[src/rtl/mux_rr_2to1.sv]
// ---------------------------------------------------------------------------
// mux_rr_2to1
//
// Purpose:
//   Merges two valid/ready input lanes into one registered output stream.
//   Each lane owns a one-entry holding register; a round-robin arbiter picks
//   which held word moves into the output register. Every output word carries
//   a lane tag so a downstream 1-to-2 demux can route it back to its lane.
//
// Ports:
//   clk        in   single clock, rising-edge state updates
//   reset      in   asynchronous, active-high reset
//   data_in0   in   [BW]  lane 0 data
//   valid_in0  in         lane 0 data valid
//   ready_in0  out        lane 0 can accept this cycle (combinational)
//   data_in1   in   [BW]  lane 1 data
//   valid_in1  in         lane 1 data valid
//   ready_in1  out        lane 1 can accept this cycle (combinational)
//   data_out   out  [BW]  merged data word (registered)
//   lane_out   out        source lane of data_out (registered)
//   valid_out  out        data_out/lane_out valid (registered)
//   ready_out  in         downstream accepts this cycle
//   word_count out  [CW]  completed output handshakes, modulo 2^CW
// ---------------------------------------------------------------------------
module mux_rr_2to1 #(
  parameter int BW = 4,
  parameter int CW = 8
) (
  input  logic          clk,
  input  logic          reset,
  input  logic [BW-1:0] data_in0,
  input  logic          valid_in0,
  output logic          ready_in0,
  input  logic [BW-1:0] data_in1,
  input  logic          valid_in1,
  output logic          ready_in1,
  output logic [BW-1:0] data_out,
  output logic          lane_out,
  output logic          valid_out,
  input  logic          ready_out,
  output logic [CW-1:0] word_count
);

  // Holding registers, one per lane
  logic [BW-1:0] hold_data0_q, hold_data0_d;
  logic          hold_valid0_q, hold_valid0_d;
  logic [BW-1:0] hold_data1_q, hold_data1_d;
  logic          hold_valid1_q, hold_valid1_d;

  // Lane granted most recently; the other lane wins the next contention
  logic          last_grant_q, last_grant_d;

  // Output register and handshake counter
  logic [BW-1:0] data_out_q, data_out_d;
  logic          lane_out_q, lane_out_d;
  logic          valid_out_q, valid_out_d;
  logic [CW-1:0] word_count_q, word_count_d;

  // Combinational control
  logic          can_load_s;
  logic          grant0_s;
  logic          grant1_s;
  logic          accept0_s;
  logic          accept1_s;
  logic          ready_in0_s;
  logic          ready_in1_s;
  logic          out_fire_s;

  // Output register may load when it is empty or being drained this cycle
  always_comb begin
    can_load_s = !valid_out_q || ready_out;
  end

  // Round-robin arbitration between the two holding registers
  always_comb begin
    grant0_s = 1'b0;
    grant1_s = 1'b0;
    if (can_load_s) begin
      case ({hold_valid1_q, hold_valid0_q})
        2'b01: begin
          grant0_s = 1'b1;
        end
        2'b10: begin
          grant1_s = 1'b1;
        end
        2'b11: begin
          // Contention: favour the lane that did not win last time
          if (last_grant_q) begin
            grant0_s = 1'b1;
          end else begin
            grant1_s = 1'b1;
          end
        end
        default: begin
          grant0_s = 1'b0;
          grant1_s = 1'b0;
        end
      endcase
    end else begin
      grant0_s = 1'b0;
      grant1_s = 1'b0;
    end
  end

  // Input readiness: a lane accepts when its hold is empty or is being
  // drained into the output register at this same edge. Grants already
  // include can_load, so this path is combinational from ready_out.
  always_comb begin
    if (reset) begin
      ready_in0_s = 1'b0;
      ready_in1_s = 1'b0;
    end else begin
      ready_in0_s = !hold_valid0_q || grant0_s;
      ready_in1_s = !hold_valid1_q || grant1_s;
    end
    accept0_s  = valid_in0 && ready_in0_s;
    accept1_s  = valid_in1 && ready_in1_s;
    out_fire_s = valid_out_q && ready_out;
  end

  // Next state of lane 0 holding register (refill wins over drain)
  always_comb begin
    hold_data0_d  = hold_data0_q;
    hold_valid0_d = hold_valid0_q;
    if (accept0_s) begin
      hold_data0_d  = data_in0;
      hold_valid0_d = 1'b1;
    end else if (grant0_s) begin
      hold_valid0_d = 1'b0;
    end else begin
      hold_valid0_d = hold_valid0_q;
    end
  end

  // Next state of lane 1 holding register (refill wins over drain)
  always_comb begin
    hold_data1_d  = hold_data1_q;
    hold_valid1_d = hold_valid1_q;
    if (accept1_s) begin
      hold_data1_d  = data_in1;
      hold_valid1_d = 1'b1;
    end else if (grant1_s) begin
      hold_valid1_d = 1'b0;
    end else begin
      hold_valid1_d = hold_valid1_q;
    end
  end

  // Next state of the output register and arbitration history
  always_comb begin
    data_out_d   = data_out_q;
    lane_out_d   = lane_out_q;
    valid_out_d  = valid_out_q;
    last_grant_d = last_grant_q;
    if (grant0_s) begin
      data_out_d   = hold_data0_q;
      lane_out_d   = 1'b0;
      valid_out_d  = 1'b1;
      last_grant_d = 1'b0;
    end else if (grant1_s) begin
      data_out_d   = hold_data1_q;
      lane_out_d   = 1'b1;
      valid_out_d  = 1'b1;
      last_grant_d = 1'b1;
    end else if (can_load_s) begin
      // Drained with nothing to replace it; data/lane keep last values
      valid_out_d  = 1'b0;
    end else begin
      // Backpressure: output register frozen
      valid_out_d  = valid_out_q;
    end
  end

  // Handshake counter, wraps naturally at 2^CW
  always_comb begin
    if (out_fire_s) begin
      word_count_d = word_count_q + {{(CW-1){1'b0}}, 1'b1};
    end else begin
      word_count_d = word_count_q;
    end
  end

  // State registers with asynchronous active-high reset
  always_ff @(posedge clk or posedge reset) begin
    if (reset) begin
      hold_data0_q  <= {BW{1'b0}};
      hold_valid0_q <= 1'b0;
      hold_data1_q  <= {BW{1'b0}};
      hold_valid1_q <= 1'b0;
      last_grant_q  <= 1'b1;
      data_out_q    <= {BW{1'b0}};
      lane_out_q    <= 1'b0;
      valid_out_q   <= 1'b0;
      word_count_q  <= {CW{1'b0}};
    end else begin
      hold_data0_q  <= hold_data0_d;
      hold_valid0_q <= hold_valid0_d;
      hold_data1_q  <= hold_data1_d;
      hold_valid1_q <= hold_valid1_d;
      last_grant_q  <= last_grant_d;
      data_out_q    <= data_out_d;
      lane_out_q    <= lane_out_d;
      valid_out_q   <= valid_out_d;
      word_count_q  <= word_count_d;
    end
  end

  assign ready_in0  = ready_in0_s;
  assign ready_in1  = ready_in1_s;
  assign data_out   = data_out_q;
  assign lane_out   = lane_out_q;
  assign valid_out  = valid_out_q;
  assign word_count = word_count_q;

endmodule

[config.mk]
export PLATFORM = sky130hd
export DESIGN_NAME = mux_rr_2to1
export DESIGN_NICKNAME = d
export VERILOG_FILES = /design/src/rtl/mux_rr_2to1.sv
export SDC_FILE = /design/constraint.sdc
export NUM_CORES = 1
export LEC_CHECK = 0
export ABC_CLOCK_PERIOD_IN_PS = 1300
export CAP_MARGIN = 5
export CORE_MARGIN = 10
export CORE_UTILIZATION = 33
export DETAILED_ROUTE_END_ITERATION = 7
export PLACE_DENSITY = 0.69
export SKIP_LAST_GASP = 1
export SLEW_MARGIN = 30
export SYNTH_ARGS = -nofsm -noshare
export SYNTH_HDL_FRONTEND = slang
export SYNTH_SLANG_ARGS = --single-unit
[constraint.sdc]
create_clock -name clk -period 1.3 [get_ports clk]
set_input_delay 0.195 -clock clk [delete_from_list [all_inputs] [get_ports clk]]
set_output_delay 0.195 -clock clk [all_outputs]
set_load 0.03 [all_outputs]
==> summary.md <==
| Metric | Value |
|---|---|
| Avg Vias per Cell | `4.52` |
| Die width | `77.1 um` |
| Setup repair after global routing missed its margin | `true` |
| Number of buffer and inverter instances along the worst setup path | `1` |
| Met1 wire length | `1190 um` |
| Mean instance size in the synthesized netlist | `12.5 um2` |
| Met3 wire length | `159 um` |
| Cell breakdown of the critical path | `and2_4 > o21ai_4 > and2_4 > buf_6` |
| Hold violation count in the final report | `0` |
| Num Clock Sinks | `25` |
| Violated checks | `negative setup slack` |
| Worst setup path category | `reg2out` |
| Floorplan row count | `20` |
| Critical Path Start Type | `register` |
| Worst Max-Slew Pin Slew | `0.264 ns` |
| Standby leakage power | `0.749 nW` |
| Fill cell total of the finished layout | `281` |
| Port bufs | `28` |
| Clock tree from TritonCTS | `done` |
| H-tree level count | `1` |
| TritonCTS Buffers | `3` |
| I/O pin total | `29` |
| Distinct cells, synth | `25` |
| Sum of met2 wire segment lengths after detailed routing | `1230 um` |
| Number of setup violations in the final report | `19` |
| Critical Path RT | `1.11 ns` |
| Post-synthesis instance total | `86` |
| Sequential-to-total area share from yosys stat | `58.2%` |
| Routed vias | `814` |
| Number of detailed-routing iterations run before antenna repair | `4` |
| Worst hold margin | `0.324 ns` |
| Last weighted congestion value of the routability-driven placer | `0.761` |
| Via count of the first global-routing pass | `912` |
| Buffer type at the clock tree root | `clkbuf_4` |
| Arrival @ worst endpoint | `1.39 ns` |
| Sum of internal, switching and leakage power | `3.32 mW` |
| Tightest slew margin relative to the limit | `82.4%` |
| Beginning of the worst register-to-register path | `last_grant_q$_DFFE_PP1P_` |
| Global-route wire length before repair | `4450 um` |
| Nets@finish | `151` |
| Remaining antenna violation count | `0` |
| Worst-case setup margin in the final layout | `-0.286 ns` |
| N_diodes | `0` |
| PD cells | `2030 nW/um2` |
| Launch point of the worst path | `last_grant_q$_DFFE_PP1P_` |
| Final WL | `2580 um` |
| Setup clock skew after layout | `0.00522 ns` |
| Later-pin clock latency in the skew report | `0.32 ns` |
| Highest metal layer with signal wires | `met3` |
| Result of the run | `finished, violations left` |
| Fin. max-slew vios | `0` |
| Number of buffers on the longest clock path | `2` |
| Classification of the worst-slack hold path | `in2async` |
| Effective utilization at floorplan | `35.0%` |
| Full die area | `5950 um2` |
| Post-synthesis register bit count | `25` |
| Yosys warns | `0` |
| Maximum net fanout on the critical path | `3` |
| Total congestion overflow after global routing | `0` |
| Clock input transition at the sequential cells of the worst setup and hold paths | `0.15 ns` |
| Shortest period the worst path allows | `1.59 ns` |
| Detailed Place HPWL | `1900 um` |
| Highest clock rate | `631 MHz` |
| CP top delay family | `flip-flops` |
| Layout cells sized above 1 | `47.1%` |
| Syn nets | `100` |
| Die height | `77.1 um` |
| Worst vdd rail ir drop | `751 uV` |
| Crit path max-delay cell type | `dfstp_2` |
| Maxcap violations | `0` |
| Core box area | `3080 um2` |
| Routed wirelength normalized by instance count | `14.3 um` |
| # DRC | `0` |
| Global-route usage over all layers | `8.76%` |
| Nature of the critical path endpoint | `output port` |
| Initial antenna violation count | `0` |
| Drt initial violations | `31` |
| Growth of design area from synthesis to finish | `51.9%` |
| Maximum number of pins on one net before global-route repair | `21` |
| Post-cts hold buffer count | `0` |
| Most common cell on crit path | `and2_4` |
| Part of the cycle the worst path needs | `122%` |
| Post-synthesis instance area | `1080 um2` |
| Reg2reg setup slack | `-0.16 ns` |
| Crit-path max cell delay | `0.58 ns` |
-- what timing repair did --
action | in CTS | in global routing
buffers inserted | 3 | 3
resized for setup | 40 | 18
pin swaps | 5 | 6
setup endpoints to repair | 21 | 28
hold endpoints to repair | 0 | 0
-- metal layers --
metal  global-route usage [%]  vias up
li1                         -      398
met1                     11.2      393
met2                     13.9       23
met3                     3.15        0
met4                     1.64        0
met5                        0        -
-- synthesized netlist by cell type --
cell        n  area share (%)
nor3_1      1            0.46
or3_1       1            0.58
dfrtp_1    24              56
ha_1        1             1.2
and2_4      2             1.6
nand2_1     5             1.7
mux2_1      8             8.4
and2_1      6             3.5
a21oi_1     2            0.93
nor2b_2     2             1.6
xor2_1      2             1.6
nand2b_1    1            0.58
o21ai_1     1            0.46
nand3_2     2             1.9
mux2_2      1             1.0
nand3_1     3             1.4
inv_1       4             1.4
nor3_2      1            0.93
a2bb2oi_1   1            0.81
a221o_1     4             3.7
nor2_1      4             1.4
dfstp_2     1             2.4
o21ai_0     2            0.93
o21ai_2     2             1.6
xnor2_1     5             4.1
-- report_power, final --
part | internal (mW) | total, mW | leakage, nW | switching (mW)
combinational | 0.775 | 1.67 | 0.439 | 0.892
sequential | 1.08 | 1.29 | 0.296 | 0.211
clock | 0.117 | 0.361 | 0.0139 | 0.243
-- area by class of cell --
class,count,area (um2),share of cell area [%]
flip-flops and latches,25,628,38.4
multi-input cells,57,513,31.3
repair buffers,46,392,23.9
well taps,44,55.1,3.36
clock buffers,3,22.5,1.38
inverters,4,18.8,1.15
clock inverters,1,7.51,0.459
-- final timing paths --
kind,endpoint,depth (start not counted)
max in group asynchronous,last_grant_q$_DFFE_PP1P_,3
max reg2reg,hold_data0_q[3]$_DFFE_PP0P_,5
min in group clk,hold_data1_q[2]$_DFFE_PP0P_,2
max,ready_in1,4
min reg2reg,word_count[7]$_DFFE_PP0P_,1
min,hold_data0_q[2]$_DFFE_PP0P_,3
-- through the flow --
stage | area (um2) | std cells | TNS, ns | utilization (%) | setup slack, ns
4_1_cts | 1630 | 178 | -1.72 | 52.8 | -0.300
6_report | 1640 | 180 | -1.99 | 53.2 | -0.286
3_5_place_dp | 1510 | 171 | -5.68 | 49.1 | -0.373
5_1_grt | 1640 | 180 | -3.20 | 53.2 | -0.355
2_1_floorplan | 1090 | 86 | -0.552 | - | -0.0747
3_3_place_gp | 1510 | 171 | -5.27 | 49.1 | -0.342
-- cell usage in the layout (no fill, tap or decap), drive strengths merged, types with 3 or more instances in the layout --
cell / synthesis / routed
nand3: 5 / 5
clkdlybuf4s15: 0 / 4
inv: 4 / 3
and2: 8 / 8
nand2: 5 / 5
dfrtp: 24 / 24
buf: 0 / 25
nor2: 4 / 4
clkbuf: 0 / 8
a221o: 4 / 4
o21ai: 5 / 5
clkdlybuf4s50: 0 / 12
mux2: 9 / 9
xnor2: 5 / 5
-- cells by family (layout without fill, tap and decap cells) --
logic type / count (synthesis) / in the layout / synth area share [%]
AND/OR/NAND/NOR: 28 / 28 / 15.7
buffers and inverters: 4 / 54 / 1.39
flip-flops: 25 / 25 / 58.2
adder cells (fa/ha/maj): 1 / 1 / 1.16
XOR/XNOR: 7 / 7 / 5.69
AO/OA/AOI/OAI: 12 / 12 / 8.48
multiplexers: 9 / 9 / 9.41
-- sequential cells by signal, summed over array words and instances (netlist names) --
| name | count |
|---|---|
| hold_valid0_q | 1 |
| data_out | 4 |
| last_grant_q | 1 |
| lane_out | 1 |
| hold_data0_q | 4 |
| hold_data1_q | 4 |
| word_count | 8 |
| valid_out | 1 |
| hold_valid1_q | 1 |
-- worst reg2reg max path: stages (launching register included) --
cell and delay (ns):
dfstp_2 0.58, nor2b_2 0.05, o21ai_2 0.16, buf_4 0.16, nand3_4 0.11, mux2_4 0.31
Power figures use the tool's default switching activity.
